==> config.mk <==
export PLATFORM = sky130hd
export DESIGN_NAME = escalonador_interfaces
export DESIGN_NICKNAME = d
export VERILOG_FILES = /design/src/rtl/escalonador_interfaces.sv
export SDC_FILE = /design/constraint.sdc
export NUM_CORES = 1
export LEC_CHECK = 0
export CAP_MARGIN = 15
export CORE_MARGIN = 2
export CORE_UTILIZATION = 46
export CTS_CLUSTER_DIAMETER = 60
export DETAILED_ROUTE_END_ITERATION = 10
export PLACE_DENSITY_LB_ADDON = 0.2
export SLEW_MARGIN = 20
export SYNTH_ARGS = -nofsm -noshare
export SYNTH_HDL_FRONTEND = slang
export SYNTH_SLANG_ARGS = --single-unit
==> constraint.sdc <==
create_clock -name clk -period 2.23 [get_ports clk]
set_input_delay 0.223 -clock clk [delete_from_list [all_inputs] [get_ports clk]]
set_output_delay 0.223 -clock clk [all_outputs]
set_load 0.1 [all_outputs]
==> src/rtl/escalonador_interfaces.sv <==
// ---------------------------------------------------------------------------
// escalonador_interfaces
//   Arbitrates a shared display/matrix resource between two requesting
//   interfaces. A grant opens an execution window of TEMPO_EXEC cycles,
//   counting the ack cycle. A strictly higher-profile request from the other
//   interface preempts the window. Every window ends with a one-cycle release
//   phase that pulses fim.
//
// Ports
//   clk                 clock, rising edge
//   rst                 asynchronous reset, active high
//   req0/req1           request level per interface
//   perfil0/perfil1     requester profile (1..5 valid)
//   funcao0/funcao1     requested function (non-zero valid)
//   ack0/ack1           one-cycle grant pulse
//   rej0/rej1           one-cycle rejection pulse
//   ocupado             resource in use
//   dono                owner: 00 none, 01 interface 0, 10 interface 1
//   perfil_ativo        latched profile of the owner
//   func_ativa          latched function of the owner
//   fim                 one-cycle end-of-window pulse
//   preempcao           one-cycle pulse marking a preempted window
// ---------------------------------------------------------------------------
module escalonador_interfaces #(
    parameter int TEMPO_EXEC = 8
) (
    input  logic       clk,
    input  logic       rst,
    input  logic       req0,
    input  logic       req1,
    input  logic [2:0] perfil0,
    input  logic [2:0] perfil1,
    input  logic [2:0] funcao0,
    input  logic [2:0] funcao1,
    output logic       ack0,
    output logic       ack1,
    output logic       rej0,
    output logic       rej1,
    output logic       ocupado,
    output logic [1:0] dono,
    output logic [2:0] perfil_ativo,
    output logic [2:0] func_ativa,
    output logic       fim,
    output logic       preempcao
);

    localparam logic [1:0] LIVRE   = 2'd0;
    localparam logic [1:0] EXECUTA = 2'd1;
    localparam logic [1:0] LIBERA  = 2'd2;

    localparam logic [7:0] TEMPO_LIM = 8'(TEMPO_EXEC);

    logic [1:0] estado;
    logic [7:0] contador;
    logic       ultimo;      // channel granted most recently
    logic       armado0;
    logic       armado1;

    logic       cons0, cons1;
    logic       valido0, valido1;
    logic       cand0, cand1;
    logic       vence1;
    logic       preempta;

    always_comb begin
        cons0   = armado0 & req0;
        cons1   = armado1 & req1;
        valido0 = (perfil0 >= 3'd1) && (perfil0 <= 3'd5) && (funcao0 != 3'd0);
        valido1 = (perfil1 >= 3'd1) && (perfil1 <= 3'd5) && (funcao1 != 3'd0);
        cand0   = cons0 & valido0;
        cand1   = cons1 & valido1;

        // Channel 1 wins when alone, when it out-ranks channel 0, or on a tie
        // when channel 0 was the last one served.
        vence1 = 1'b0;
        if (cand1 && !cand0) begin
            vence1 = 1'b1;
        end else if (cand0 && cand1) begin
            if (perfil1 > perfil0) begin
                vence1 = 1'b1;
            end else if (perfil1 == perfil0) begin
                vence1 = ~ultimo;
            end
        end

        // dono is non-zero only while a window is executing.
        preempta = 1'b0;
        if (dono == 2'b01) begin
            preempta = cand1 && (perfil1 > perfil_ativo);
        end else if (dono == 2'b10) begin
            preempta = cand0 && (perfil0 > perfil_ativo);
        end
    end

    always_ff @(posedge clk or posedge rst) begin
        if (rst) begin
            estado       <= LIVRE;
            contador     <= '0;
            ultimo       <= 1'b1;
            armado0      <= 1'b1;
            armado1      <= 1'b1;
            ack0         <= 1'b0;
            ack1         <= 1'b0;
            rej0         <= 1'b0;
            rej1         <= 1'b0;
            ocupado      <= 1'b0;
            dono         <= '0;
            perfil_ativo <= '0;
            func_ativa   <= '0;
            fim          <= 1'b0;
            preempcao    <= 1'b0;
        end else begin
            ack0      <= 1'b0;
            ack1      <= 1'b0;
            rej0      <= 1'b0;
            rej1      <= 1'b0;
            fim       <= 1'b0;
            preempcao <= 1'b0;

            // Re-arm once the request is seen low; an ack/rej below can only
            // happen with req high, so the two updates never collide.
            if (!req0) armado0 <= 1'b1;
            if (!req1) armado1 <= 1'b1;

            case (estado)
                LIVRE: begin
                    if (cons0 && !valido0) begin
                        rej0    <= 1'b1;
                        armado0 <= 1'b0;
                    end
                    if (cons1 && !valido1) begin
                        rej1    <= 1'b1;
                        armado1 <= 1'b0;
                    end
                    if (cand0 || cand1) begin
                        estado   <= EXECUTA;
                        ocupado  <= 1'b1;
                        contador <= 8'd1;
                        ultimo   <= vence1;
                        if (vence1) begin
                            ack1         <= 1'b1;
                            armado1      <= 1'b0;
                            dono         <= 2'b10;
                            perfil_ativo <= perfil1;
                            func_ativa   <= funcao1;
                        end else begin
                            ack0         <= 1'b1;
                            armado0      <= 1'b0;
                            dono         <= 2'b01;
                            perfil_ativo <= perfil0;
                            func_ativa   <= funcao0;
                        end
                    end
                end

                EXECUTA: begin
                    if (preempta || (contador == TEMPO_LIM)) begin
                        estado       <= LIBERA;
                        fim          <= 1'b1;
                        preempcao    <= preempta;
                        ocupado      <= 1'b0;
                        dono         <= '0;
                        perfil_ativo <= '0;
                        func_ativa   <= '0;
                        contador     <= '0;
                    end else begin
                        contador <= contador + 8'd1;
                    end
                end

                LIBERA: begin
                    estado <= LIVRE;
                end

                default: begin
                    estado <= LIVRE;
                end
            endcase
        end
    end

endmodule

==> results.json <==
{
  "clockBufferDepth": 2,
  "cts_max_level": 1,
  "layout.cells.most_common": "buf_4",
  "synth.distinct_cells": 44,
  "timing.critical_path.cells": "inv_4, ha_4, nor2b_1, o311a_1, a41o_4, buf_6, or4_4, nand3_2",
  "setup.worst_path.class": "reg2reg",
  "post-route-drc-count": 0,
  "cts_root_cell": "clkbuf_4",
  "finClkSkew_ps": 2.45,
  "fp.dieArea_um2": 4050,
  "num_antenna_cells": 0,
  "finalSetupViolations": 0,
  "clkSlewWorstSetupHoldPaths_ps": 160,
  "drt_first_pass_iters": 4,
  "first_iter_violations": 62,
  "antenna_found_initial": 0,
  "tightest_slew_ps": 596,
  "synth-seq-area-share": 0.431,
  "layout_min_cycle_time_ps": 2210,
  "class_of_the_tightest_hold_or_removal_check": "in2async",
  "global_route_wire_length_before_repair_um": 6910,
  "core.rowCount": 21,
  "tritoncts.num_buffers": 3,
  "routedWlPerCell_um": 15.8,
  "postSynth.asyncResetShare": 1.00,
  "holdWs_ps": 245,
  "vias": 1435,
  "tritoncts": "done",
  "totalWireLength_um": 4080,
  "synth-main-ff-cell": "dfrtp_1",
  "synth-seq-cells": 28,
  "grt_usage": 0.215,
  "critPathMaxStageDelay_ps": 520,
  "vdd_ir_drop_max_mv": 0.299,
  "place.port_buffers": 30,
  "worst_ep_arrival_time_ps": 2490,
  "layout_common_cells": "buf_4, dfrtp_1, clkdlybuf4s50_1",
  "core-area_um2": 3360,
  "crit_slowest_cell": "dfrtp_4",
  "starting_density": 0.486,
  "max-slew-margin-rel": 0.602,
  "grt_setup_unrepaired": "yes",
  "synth_edf_count": 0,
  "finalCoreUtilization": 0.681,
  "clock_insertion_delay_worst_skew_ps": 330,
  "post-dp-hpwl_um": 3200,
  "finalHoldViolCount": 0,
  "finalSetupTns_ps": 0,
  "worst_setup_path_start_kind": "register",
  "die_h_um": 63.6,
  "grt_remaining_overflow": 0,
  "final_gp_congestion": 0.860,
  "final_net_count": 241,
  "cts.sinks": 28,
  "flow.area_growth_from_synthesis_pct": 40.1,
  "timing.critical_path.required_ps": 2510,
  "yosys_warnings": 0,
  "total_leakage_power_uw": 0.00110,
  "ant_nets": 0,
  "syn_area_per_cell_um2": 10.6,
  "layout_worst_path_cycle_share": 0.989,
  "drv.max_cap_violation_count": 0,
  "layout-drive-gt1-share": 0.347,
  "outcome": "completed",
  "number_of_ports_placed_on_the_die_boundary": 31,
  "die_width_um": 63.6,
  "slew_violations": 0,
  "synthCells": 154,
  "clock.fmax_mhz": 453,
  "cellPowerDensity_nw_per_um2": 433,
  "cts_hold_buf": 0,
  "syn_nets": 181,
  "syn_area_um2": 1640,
  "grt_max_degree": 17,
  "cp_max_fo": 8,
  "first_global_vias": 1487,
  "worstSetupEndpointType": "register",
  "detail_route.vias_per_cell": 5.54
}
[synth_stat cells (2+ instances only)]
cell type / instances / share of area
o41ai_1: 2 / 0.011
a211oi_1: 4 / 0.018
a22o_1: 2 / 0.011
inv_1: 13 / 0.030
nand2_1: 9 / 0.021
ha_1: 11 / 0.084
or2_2: 2 / 0.0076
o21ai_0: 2 / 0.0061
or4_1: 2 / 0.0092
dfrtp_1: 25 / 0.38
a2bb2oi_1: 4 / 0.021
a21o_1: 3 / 0.014
o31ai_1: 3 / 0.014
nor3_1: 9 / 0.028
nor4_1: 2 / 0.0076
nand2b_1: 2 / 0.0076
o2bb2ai_1: 6 / 0.032
nor2_1: 9 / 0.021
dfstp_2: 3 / 0.048
nor2b_1: 4 / 0.015
mux2i_1: 6 / 0.037
nand4_1: 2 / 0.0076
nand3_1: 8 / 0.024
[per-stage QoR]
stage                     area [µm²]  worst slack [ps]  power [µW]  instances
after detailed placement        2190              -266         661        254
after floorplan                 1660              -103         573        154
after global placement          2190              -241         657        254
after global routing            2290             -7.38        1040        259
after CTS                       2260              31.2         996        259
final                           2290              24.0         992        259
[critical path, delay by kind of cell (launching register included)]
family / cells / cell delay [ps]
AO/OA/AOI/OAI: 2 / 620
adder cells (fa/ha/maj): 1 / 200
buffers and inverters: 2 / 200
flip-flops: 1 / 520
AND/OR/NAND/NOR: 3 / 610
[power by group]
group	internal [µW]	switching, µW	total [µW]
Sequential	508	0.0000000000000531	508
Combinational	79.7	65.9	146
Clock	182	157	338
[sequential cells by signal, summed over array words and instances, names as in the netlist]
register and cells:
ultimo 1, estado 2, preempcao 1, perfil_ativo 3
armado0 1, rej1 1, rej0 1, ack0 1
ack1 1, dono 2, contador 8, func_ativa 3
ocupado 1, fim 1, armado1 1
[cell families (layout without fill, tap and decap cells)]
family	after synthesis	count (layout)	synth area share
adders and majority gates	11	11	0.0842
DFF	28	28	0.431
AOI/OAI and AO/OA	38	38	0.217
buffers and inverters	16	75	0.0421
muxes	6	6	0.0367
and+or+nand+nor	55	55	0.190
[routing by layer]
metal / vias up / track usage / wire length [µm] / part of all wire
met1: 701 / 0.308 / 1960 / 0.48
met4: 0 / 0.0489 / 13 / 0.0032
met2: 29 / 0.353 / 1980 / 0.48
li1: 703 / - / - / -
met5: - / 0 / 0 / 0
met3: 2 / 0.0179 / 131 / 0.032
[area by class of cell]
cell class	instances	area, µm²
Clock inverter	1	30.0
Clock buffer	3	22.5
Tap cell	46	57.6
Timing Repair Buffer	58	502
Inverter	13	51.3
Multi-Input combinational cell	110	915
Sequential cell	28	713
Fill cell	282	1070
[timing repair]
action,CTS,global route
setup endpoints to repair,2,15
buffers inserted,1,0
pin swaps,3,0
resized for setup,1,6
[worst paths after layout]
| path | start | endpoint | slack, ps | cells past startpoint |
|---|---|---|---|---|
| worst max-delay path | perfil_ativo[1] | contador[4] | 20 | 8 |
| worst max register to register | perfil_ativo[1] | contador[4] | 20 | 8 |
| worst min register to register | func_ativa[0] | func_ativa[0] | 510 | 1 |
| min in group clk | req1 | rej1 | 490 | 3 |
| max in group asynchronous | rst | armado0 | 1420 | 3 |
| worst min-delay path | rst | ocupado | 250 | 2 |
No activity file was read; power rests on OpenSTA's default activity.
